<file path="src/rtl/quick_rs232_rx_ovs.sv">
// Oversampling RS-232 receiver with run-time frame format, majority-vote sampling,
// a first-word-fall-through FIFO carrying per-byte error flags, and watermark-driven CTS.
module quick_rs232_rx_ovs #(
    parameter int unsigned CLK_FREQ      = 50000000,
    parameter int unsigned BAUD_RATE     = 115200,
    parameter int unsigned OVERSAMPLE    = 16,
    parameter int unsigned FIFO_DEPTH    = 16,
    parameter int unsigned CTS_THRESHOLD = 12
) (
    input  logic                          clk,
    input  logic                          rst,
    input  logic                          rx,
    output logic                          cts,
    input  logic [1:0]                    cfg_byte_len,
    input  logic [1:0]                    cfg_parity,
    input  logic                          cfg_stop_bits,
    input  logic                          cfg_flow_control,
    input  logic                          rx_read,
    output logic                          rx_valid,
    output logic [7:0]                    rx_data,
    output logic                          rx_err_parity,
    output logic                          rx_err_frame,
    output logic                          rx_byte_received,
    output logic                          rx_overrun,
    output logic [$clog2(FIFO_DEPTH):0]   fifo_count
);

    localparam int unsigned OVS_DIV_RAW = CLK_FREQ / (BAUD_RATE * OVERSAMPLE);
    localparam int unsigned OVS_DIV     = (OVS_DIV_RAW < 1) ? 1 : OVS_DIV_RAW;
    localparam int unsigned OVS_W       = (OVS_DIV > 1) ? $clog2(OVS_DIV) : 1;
    localparam int unsigned SAMP_W      = $clog2(OVERSAMPLE);
    localparam int unsigned MID         = OVERSAMPLE / 2;
    localparam int unsigned PTR_W       = $clog2(FIFO_DEPTH);
    localparam int unsigned CNT_W       = PTR_W + 1;
    localparam int unsigned ENTRY_W     = 10;

    typedef enum logic [2:0] {
        S_IDLE, S_START, S_DATA, S_PARITY, S_STOP1, S_STOP2
    } state_t;

    state_t               state;
    logic                 rx_meta, rx_s, rx_s_d;
    logic [OVS_W-1:0]     ovs_cnt;
    logic [SAMP_W-1:0]    samp_cnt;
    logic                 vote0, vote1;
    logic [2:0]           bit_idx;
    logic [7:0]           shift;
    logic [1:0]           byte_len_q, parity_q;
    logic                 stop2_q;
    logic                 par_err, frm_err;
    logic                 wr_req;
    logic [ENTRY_W-1:0]   wr_entry;

    logic [ENTRY_W-1:0]   mem [FIFO_DEPTH];
    logic [PTR_W-1:0]     wr_ptr, rd_ptr;

    logic                 rx_fall_c, restart_c, tick_c, decide_c, bit_c;
    logic                 parity_en_c, exp_par_c;
    logic [2:0]           last_idx_c;
    logic                 full_c, do_pop_c, do_wr_c;
    logic [CNT_W-1:0]     count_next_c;
    logic [PTR_W-1:0]     rd_ptr_next_c;
    logic [ENTRY_W-1:0]   head_next_c;

    always_comb begin
        rx_fall_c   = rx_s_d & ~rx_s;
        restart_c   = (state == S_IDLE) && rx_fall_c;
        tick_c      = (ovs_cnt == OVS_W'(OVS_DIV - 1));
        decide_c    = tick_c && (samp_cnt == SAMP_W'(MID + 1)) && (state != S_IDLE);
        bit_c       = (vote0 & vote1) | (vote0 & rx_s) | (vote1 & rx_s);
        parity_en_c = (parity_q == 2'd1) || (parity_q == 2'd2);
        exp_par_c   = (^shift) ^ (parity_q == 2'd1);
        last_idx_c  = 3'd4 + 3'(byte_len_q);
    end

    // Two-flop synchroniser plus one delay stage for falling-edge detection
    always_ff @(posedge clk or negedge rst) begin
        if (!rst) begin
            rx_meta <= 1'b1;
            rx_s    <= 1'b1;
            rx_s_d  <= 1'b1;
        end else begin
            rx_meta <= rx;
            rx_s    <= rx_meta;
            rx_s_d  <= rx_s;
        end
    end

    // Oversample tick and per-bit sample position; realigned on every accepted start edge
    always_ff @(posedge clk or negedge rst) begin
        if (!rst) begin
            ovs_cnt  <= '0;
            samp_cnt <= '0;
            vote0    <= 1'b1;
            vote1    <= 1'b1;
        end else if (restart_c) begin
            ovs_cnt  <= '0;
            samp_cnt <= '0;
        end else begin
            ovs_cnt <= tick_c ? '0 : ovs_cnt + OVS_W'(1);
            if (tick_c) begin
                samp_cnt <= (samp_cnt == SAMP_W'(OVERSAMPLE - 1)) ? '0 : samp_cnt + SAMP_W'(1);
                if (samp_cnt == SAMP_W'(MID - 1)) vote0 <= rx_s;
                if (samp_cnt == SAMP_W'(MID))     vote1 <= rx_s;
            end
        end
    end

    // Frame FSM: state names the bit whose mid-bit decision is pending
    always_ff @(posedge clk or negedge rst) begin
        if (!rst) begin
            state      <= S_IDLE;
            bit_idx    <= '0;
            shift      <= '0;
            byte_len_q <= '0;
            parity_q   <= '0;
            stop2_q    <= 1'b0;
            par_err    <= 1'b0;
            frm_err    <= 1'b0;
            wr_req     <= 1'b0;
            wr_entry   <= '0;
        end else begin
            wr_req <= 1'b0;
            case (state)
                S_IDLE: if (rx_fall_c) begin
                    state      <= S_START;
                    byte_len_q <= cfg_byte_len;
                    parity_q   <= cfg_parity;
                    stop2_q    <= cfg_stop_bits;
                    shift      <= '0;
                    bit_idx    <= '0;
                    par_err    <= 1'b0;
                    frm_err    <= 1'b0;
                end
                S_START: if (decide_c) state <= bit_c ? S_IDLE : S_DATA;
                S_DATA: if (decide_c) begin
                    shift[bit_idx] <= bit_c;
                    if (bit_idx == last_idx_c) state <= parity_en_c ? S_PARITY : S_STOP1;
                    else                       bit_idx <= bit_idx + 3'd1;
                end
                S_PARITY: if (decide_c) begin
                    par_err <= (bit_c != exp_par_c);
                    state   <= S_STOP1;
                end
                S_STOP1, S_STOP2: if (decide_c) begin
                    frm_err <= frm_err | ~bit_c;
                    if (state == S_STOP1 && stop2_q) begin
                        state <= S_STOP2;
                    end else begin
                        state    <= S_IDLE;
                        wr_req   <= 1'b1;
                        wr_entry <= {frm_err | ~bit_c, par_err, shift};
                    end
                end
                default: state <= S_IDLE;
            endcase
        end
    end

    // FIFO bookkeeping; head is forwarded from the write when it lands at the new read slot
    always_comb begin
        full_c        = (fifo_count == CNT_W'(FIFO_DEPTH));
        do_pop_c      = rx_read && (fifo_count != '0);
        do_wr_c       = wr_req && (!full_c || do_pop_c);
        count_next_c  = fifo_count + CNT_W'(do_wr_c) - CNT_W'(do_pop_c);
        rd_ptr_next_c = rd_ptr + PTR_W'(do_pop_c);
        if (count_next_c == '0)                     head_next_c = '0;
        else if (do_wr_c && wr_ptr == rd_ptr_next_c) head_next_c = wr_entry;
        else                                         head_next_c = mem[rd_ptr_next_c];
    end

    always_ff @(posedge clk) begin
        if (do_wr_c) mem[wr_ptr] <= wr_entry;
    end

    always_ff @(posedge clk or negedge rst) begin
        if (!rst) begin
            wr_ptr           <= '0;
            rd_ptr           <= '0;
            fifo_count       <= '0;
            rx_valid         <= 1'b0;
            rx_data          <= '0;
            rx_err_parity    <= 1'b0;
            rx_err_frame     <= 1'b0;
            rx_byte_received <= 1'b0;
            rx_overrun       <= 1'b0;
            cts              <= 1'b0;
        end else begin
            wr_ptr           <= wr_ptr + PTR_W'(do_wr_c);
            rd_ptr           <= rd_ptr_next_c;
            fifo_count       <= count_next_c;
            rx_valid         <= (count_next_c != '0);
            {rx_err_frame, rx_err_parity, rx_data} <= head_next_c;
            rx_byte_received <= do_wr_c;
            rx_overrun       <= wr_req && !do_wr_c;
            cts              <= cfg_flow_control ? (fifo_count < CNT_W'(CTS_THRESHOLD)) : 1'b1;
        end
    end

endmodule
</file>
<file path="config.mk">
export PLATFORM = sky130hd
export DESIGN_NAME = quick_rs232_rx_ovs
export DESIGN_NICKNAME = d
export VERILOG_FILES = /design/src/rtl/quick_rs232_rx_ovs.sv
export SDC_FILE = /design/constraint.sdc
export NUM_CORES = 1
export LEC_CHECK = 0
export BUFFER_PORTS_ARGS = -buffer_cell sky130_fd_sc_hd__buf_2
export CAP_MARGIN = 20
export CORE_UTILIZATION = 35
export CTS_BUF_LIST = sky130_fd_sc_hd__clkbuf_2 sky130_fd_sc_hd__clkbuf_4 sky130_fd_sc_hd__clkbuf_8
export DETAILED_ROUTE_END_ITERATION = 8
export PLACE_DENSITY_LB_ADDON = 0.08
export SYNTH_ARGS = -nofsm -noshare
export SYNTH_HDL_FRONTEND = slang
export SYNTH_SLANG_ARGS = --single-unit
</file>
<file path="constraint.sdc">
create_clock -name clk -period 4.5 [get_ports clk]
set_input_delay 0.9 -clock clk [delete_from_list [all_inputs] [get_ports clk]]
set_output_delay 0.9 -clock clk [all_outputs]
set_load 0.03 [all_outputs]
</file>
==> results_dict.tcl <==
set metrics [dict create \
    wl_per_cell_um 20.7 \
    cts_tree "built" \
    crit_type "reg -> reg" \
    area_growth_pct 15.5 \
    io_pins 29 \
    htreeDepth 2 \
    rrSetupSlack_ns 0.59 \
    drive_above_1_share_pct 26.2 \
    synth_edf_count 160 \
    setup_tns_ns 0 \
    synth_cells 592 \
    ant_nets 0 \
    grt_max_degree 74 \
    fill_cells 2445 \
    p_leak_nw 4.46 \
    fin_ws_ns 0.592 \
    cp.arrival_ns 4.33 \
    clock_latency_ns 0.54 \
    power_mw 6.07 \
    core-area_um2 26800 \
    crit_path_start_kind "register" \
    grt_pass1_vias 5515 \
    ff2ff_path_depth 15 \
    report.final.slew_viol_count 0 \
    die_w_um 167 \
    place_area_um2 10200 \
    cts_setup_buffers 0 \
    track_usage_pct 16.1 \
    async_flop_share_pct 31.3 \
    outcome "finished clean" \
    hold_violations 0 \
    instances_no_fill 1032 \
    finalSetupViolCount 0 \
    worstPathMaxFanout 10 \
    routabilityCongestion 0.788 \
    cts_hold_buf 0 \
    synth.avg_cell_area_um2 16.1 \
    ys.flop_type "edfxtp_1" \
    hp-class "reg -> reg" \
    rsz0062_at_grt "false" \
    worstHoldStart "rx_meta" \
    final_nets 692 \
    finClkSkew_ns 0.0187 \
    pre_cts_slack_ns 0.582 \
    final_cell_area_um2 11000 \
    drv_cap 0 \
    cts_root_buffer "clkbuf_8" \
    post-place-cells 962 \
    final_util_pct 41.1 \
    die_y_um 167 \
    cts.sinks 233 \
    routed_wl_mm 21.4 \
    cts.clk_slew.worst_paths_ns 0.06 \
    holdWs_ns 0.354 \
    grt_pass1_wl_mm 33.4 \
    ys_ff_latch 233 \
    antenna_found_initial 0 \
    min_period_over_period_pct 86.8 \
    holdPathEnd "rx_s" \
    die_area_um2 27900 \
    synth_seq_area_share_pct 69.7 \
    period_needed_ns 3.91 \
    drcViolationCount 0 \
    tightest_slew_ns 0.943 \
    max_freq_mhz 256 \
    netlist_area_um2 9530 \
    power.density_nw_per_um2 551 \
    clk_path_buf_depth 3 \
    drtIter0Drc 332 \
    timing.rr.end "rx_data[3]" \
    required_ns 4.92 \
    via_count 5227 \
    syn-num-nets 620 \
    n_antenna_cell 0 \
    hold_path_depth 0 \
    worstReg2RegStart "fifo_count[2]" \
    grt-ovfl-total 0 \
    synth_cell_types 49 \
    drt_pass1_iterations 4 \
    peakVddDrop_mv 0.330 \
    cts_buffers 41 \
    viasPerCell 5.06 \
    yosysWarnings 0 \
    start_util_pct 35.5 \
    cp-end-kind "register" \
    io_buffers 28 \
    rows 60 \
    slew_headroom_pct 37.2 \
    hpwl_mm 13.8 \
    ctsResizeCount 0 \
]
## cell usage after synthesis, drive strengths merged (2+ instances only)
master	instances	area, um2
nor3	11	60.1
o21ai	25	129
or3	4	30.0
clkbuf	15	56.3
nand2b	7	43.8
a32o	2	20.0
a22o	13	114
a22oi	20	150
nand4	2	12.5
nor2b	8	52.6
a21oi	14	70.1
a21o	2	15.0
nor2	39	149
dfrtp	68	1700
edfxtp	160	4800
xnor2	15	131
dfstp	5	131
buf	9	51.3
xor2	11	96.3
inv	21	78.8
mux4	40	901
nand2	43	161
ha	17	213
and2	3	20.0
a31oi	2	12.5
nand3	13	65.1
mux2	11	124
## layout make-up
type	instances	area, um2	area share (%)
inverters	21	78.8	0.716
flip-flops and latches	233	6640	60.3
clock buffers	57	703	6.39
clock inverters	13	66.3	0.603
well taps	341	427	3.88
repair buffers	53	387	3.51
multi-input cells	314	2700	24.6
## logic make-up (layout without fill, tap and decap cells)
family	count (synthesis)	after routing	share of synthesized area, %
compound gates	82	82	5.90
xor+xnor	26	26	2.39
fa+ha+maj	19	19	2.55
buf+inv	45	144	1.96
flops	233	233	69.7
mux	51	51	10.8
simple gates	136	136	6.76
## where the power goes
part           switching, mW  internal (mW)  total (mW)
combinational          0.992          0.716        1.71
clock                  0.839           1.01        1.85
sequential             0.113           2.40        2.51
total                   1.94           4.12        6.07
## critical path, stage by stage (launching register included)
cell       delay [ns]
dfrtp_1          0.41
inv_1            0.09
ha_1             0.16
or3b_2           0.48
o21ai_0          0.24
inv_1            0.09
o21ai_0          0.19
ha_1             0.20
inv_1            0.06
fa_1             0.39
nand2b_1         0.16
a21oi_1          0.17
o21ai_0          0.17
a2111oi_4        0.50
nor2_2           0.20
a22o_1           0.28
## cells in the final DEF (no fill, tap or decap), drive strengths merged, types with 15 or more instances in the layout
| master | netlist | layout |
|---|---|---|
| a22oi | 20 | 20 |
| buf | 9 | 53 |
| clkbuf | 15 | 57 |
| dfrtp | 68 | 68 |
| edfxtp | 160 | 160 |
| ha | 17 | 17 |
| inv | 21 | 23 |
| mux4 | 40 | 40 |
| nand2 | 43 | 43 |
| nor2 | 39 | 39 |
| o21ai | 25 | 25 |
| xnor2 | 15 | 15 |
## sequential cells by signal, indices dropped and copies added, names as in the netlist, 2 cells and up
| name | flops |
|---|---|
| bit_idx | 3 |
| byte_len_q | 2 |
| fifo_count | 5 |
| mem | 160 |
| ovs_cnt | 5 |
| parity_q | 2 |
| rd_ptr | 4 |
| rx_data | 8 |
| samp_cnt | 4 |
| shift | 8 |
| state | 3 |
| wr_entry | 10 |
| wr_ptr | 4 |
## routing by layer
metal	routed length, um	GRT usage [%]
met2	10200	26.3
met3	1060	2.90
met4	378	4.87
met5	0	0
met1	9740	22.0
## how the worst max path moves through the flow
| stage | from | to | slack [ns] | cells past startpoint |
|---|---|---|---|---|
| finish | fifo_count[2] | rx_data[3] | 0.59 | 15 |
| global route | fifo_count[2] | rx_data[3] | 0.02 | 15 |
| CTS | fifo_count[2] | rx_data[3] | 0.57 | 15 |
| detailed placement | fifo_count[2] | rx_data[3] | 0.58 | 15 |
| global placement | fifo_count[2] | rx_data[2] | 0.69 | 15 |
| floorplan | fifo_count[2] | rx_err_parity | 0.87 | 16 |
No activity file was read; power rests on OpenSTA's default activity.
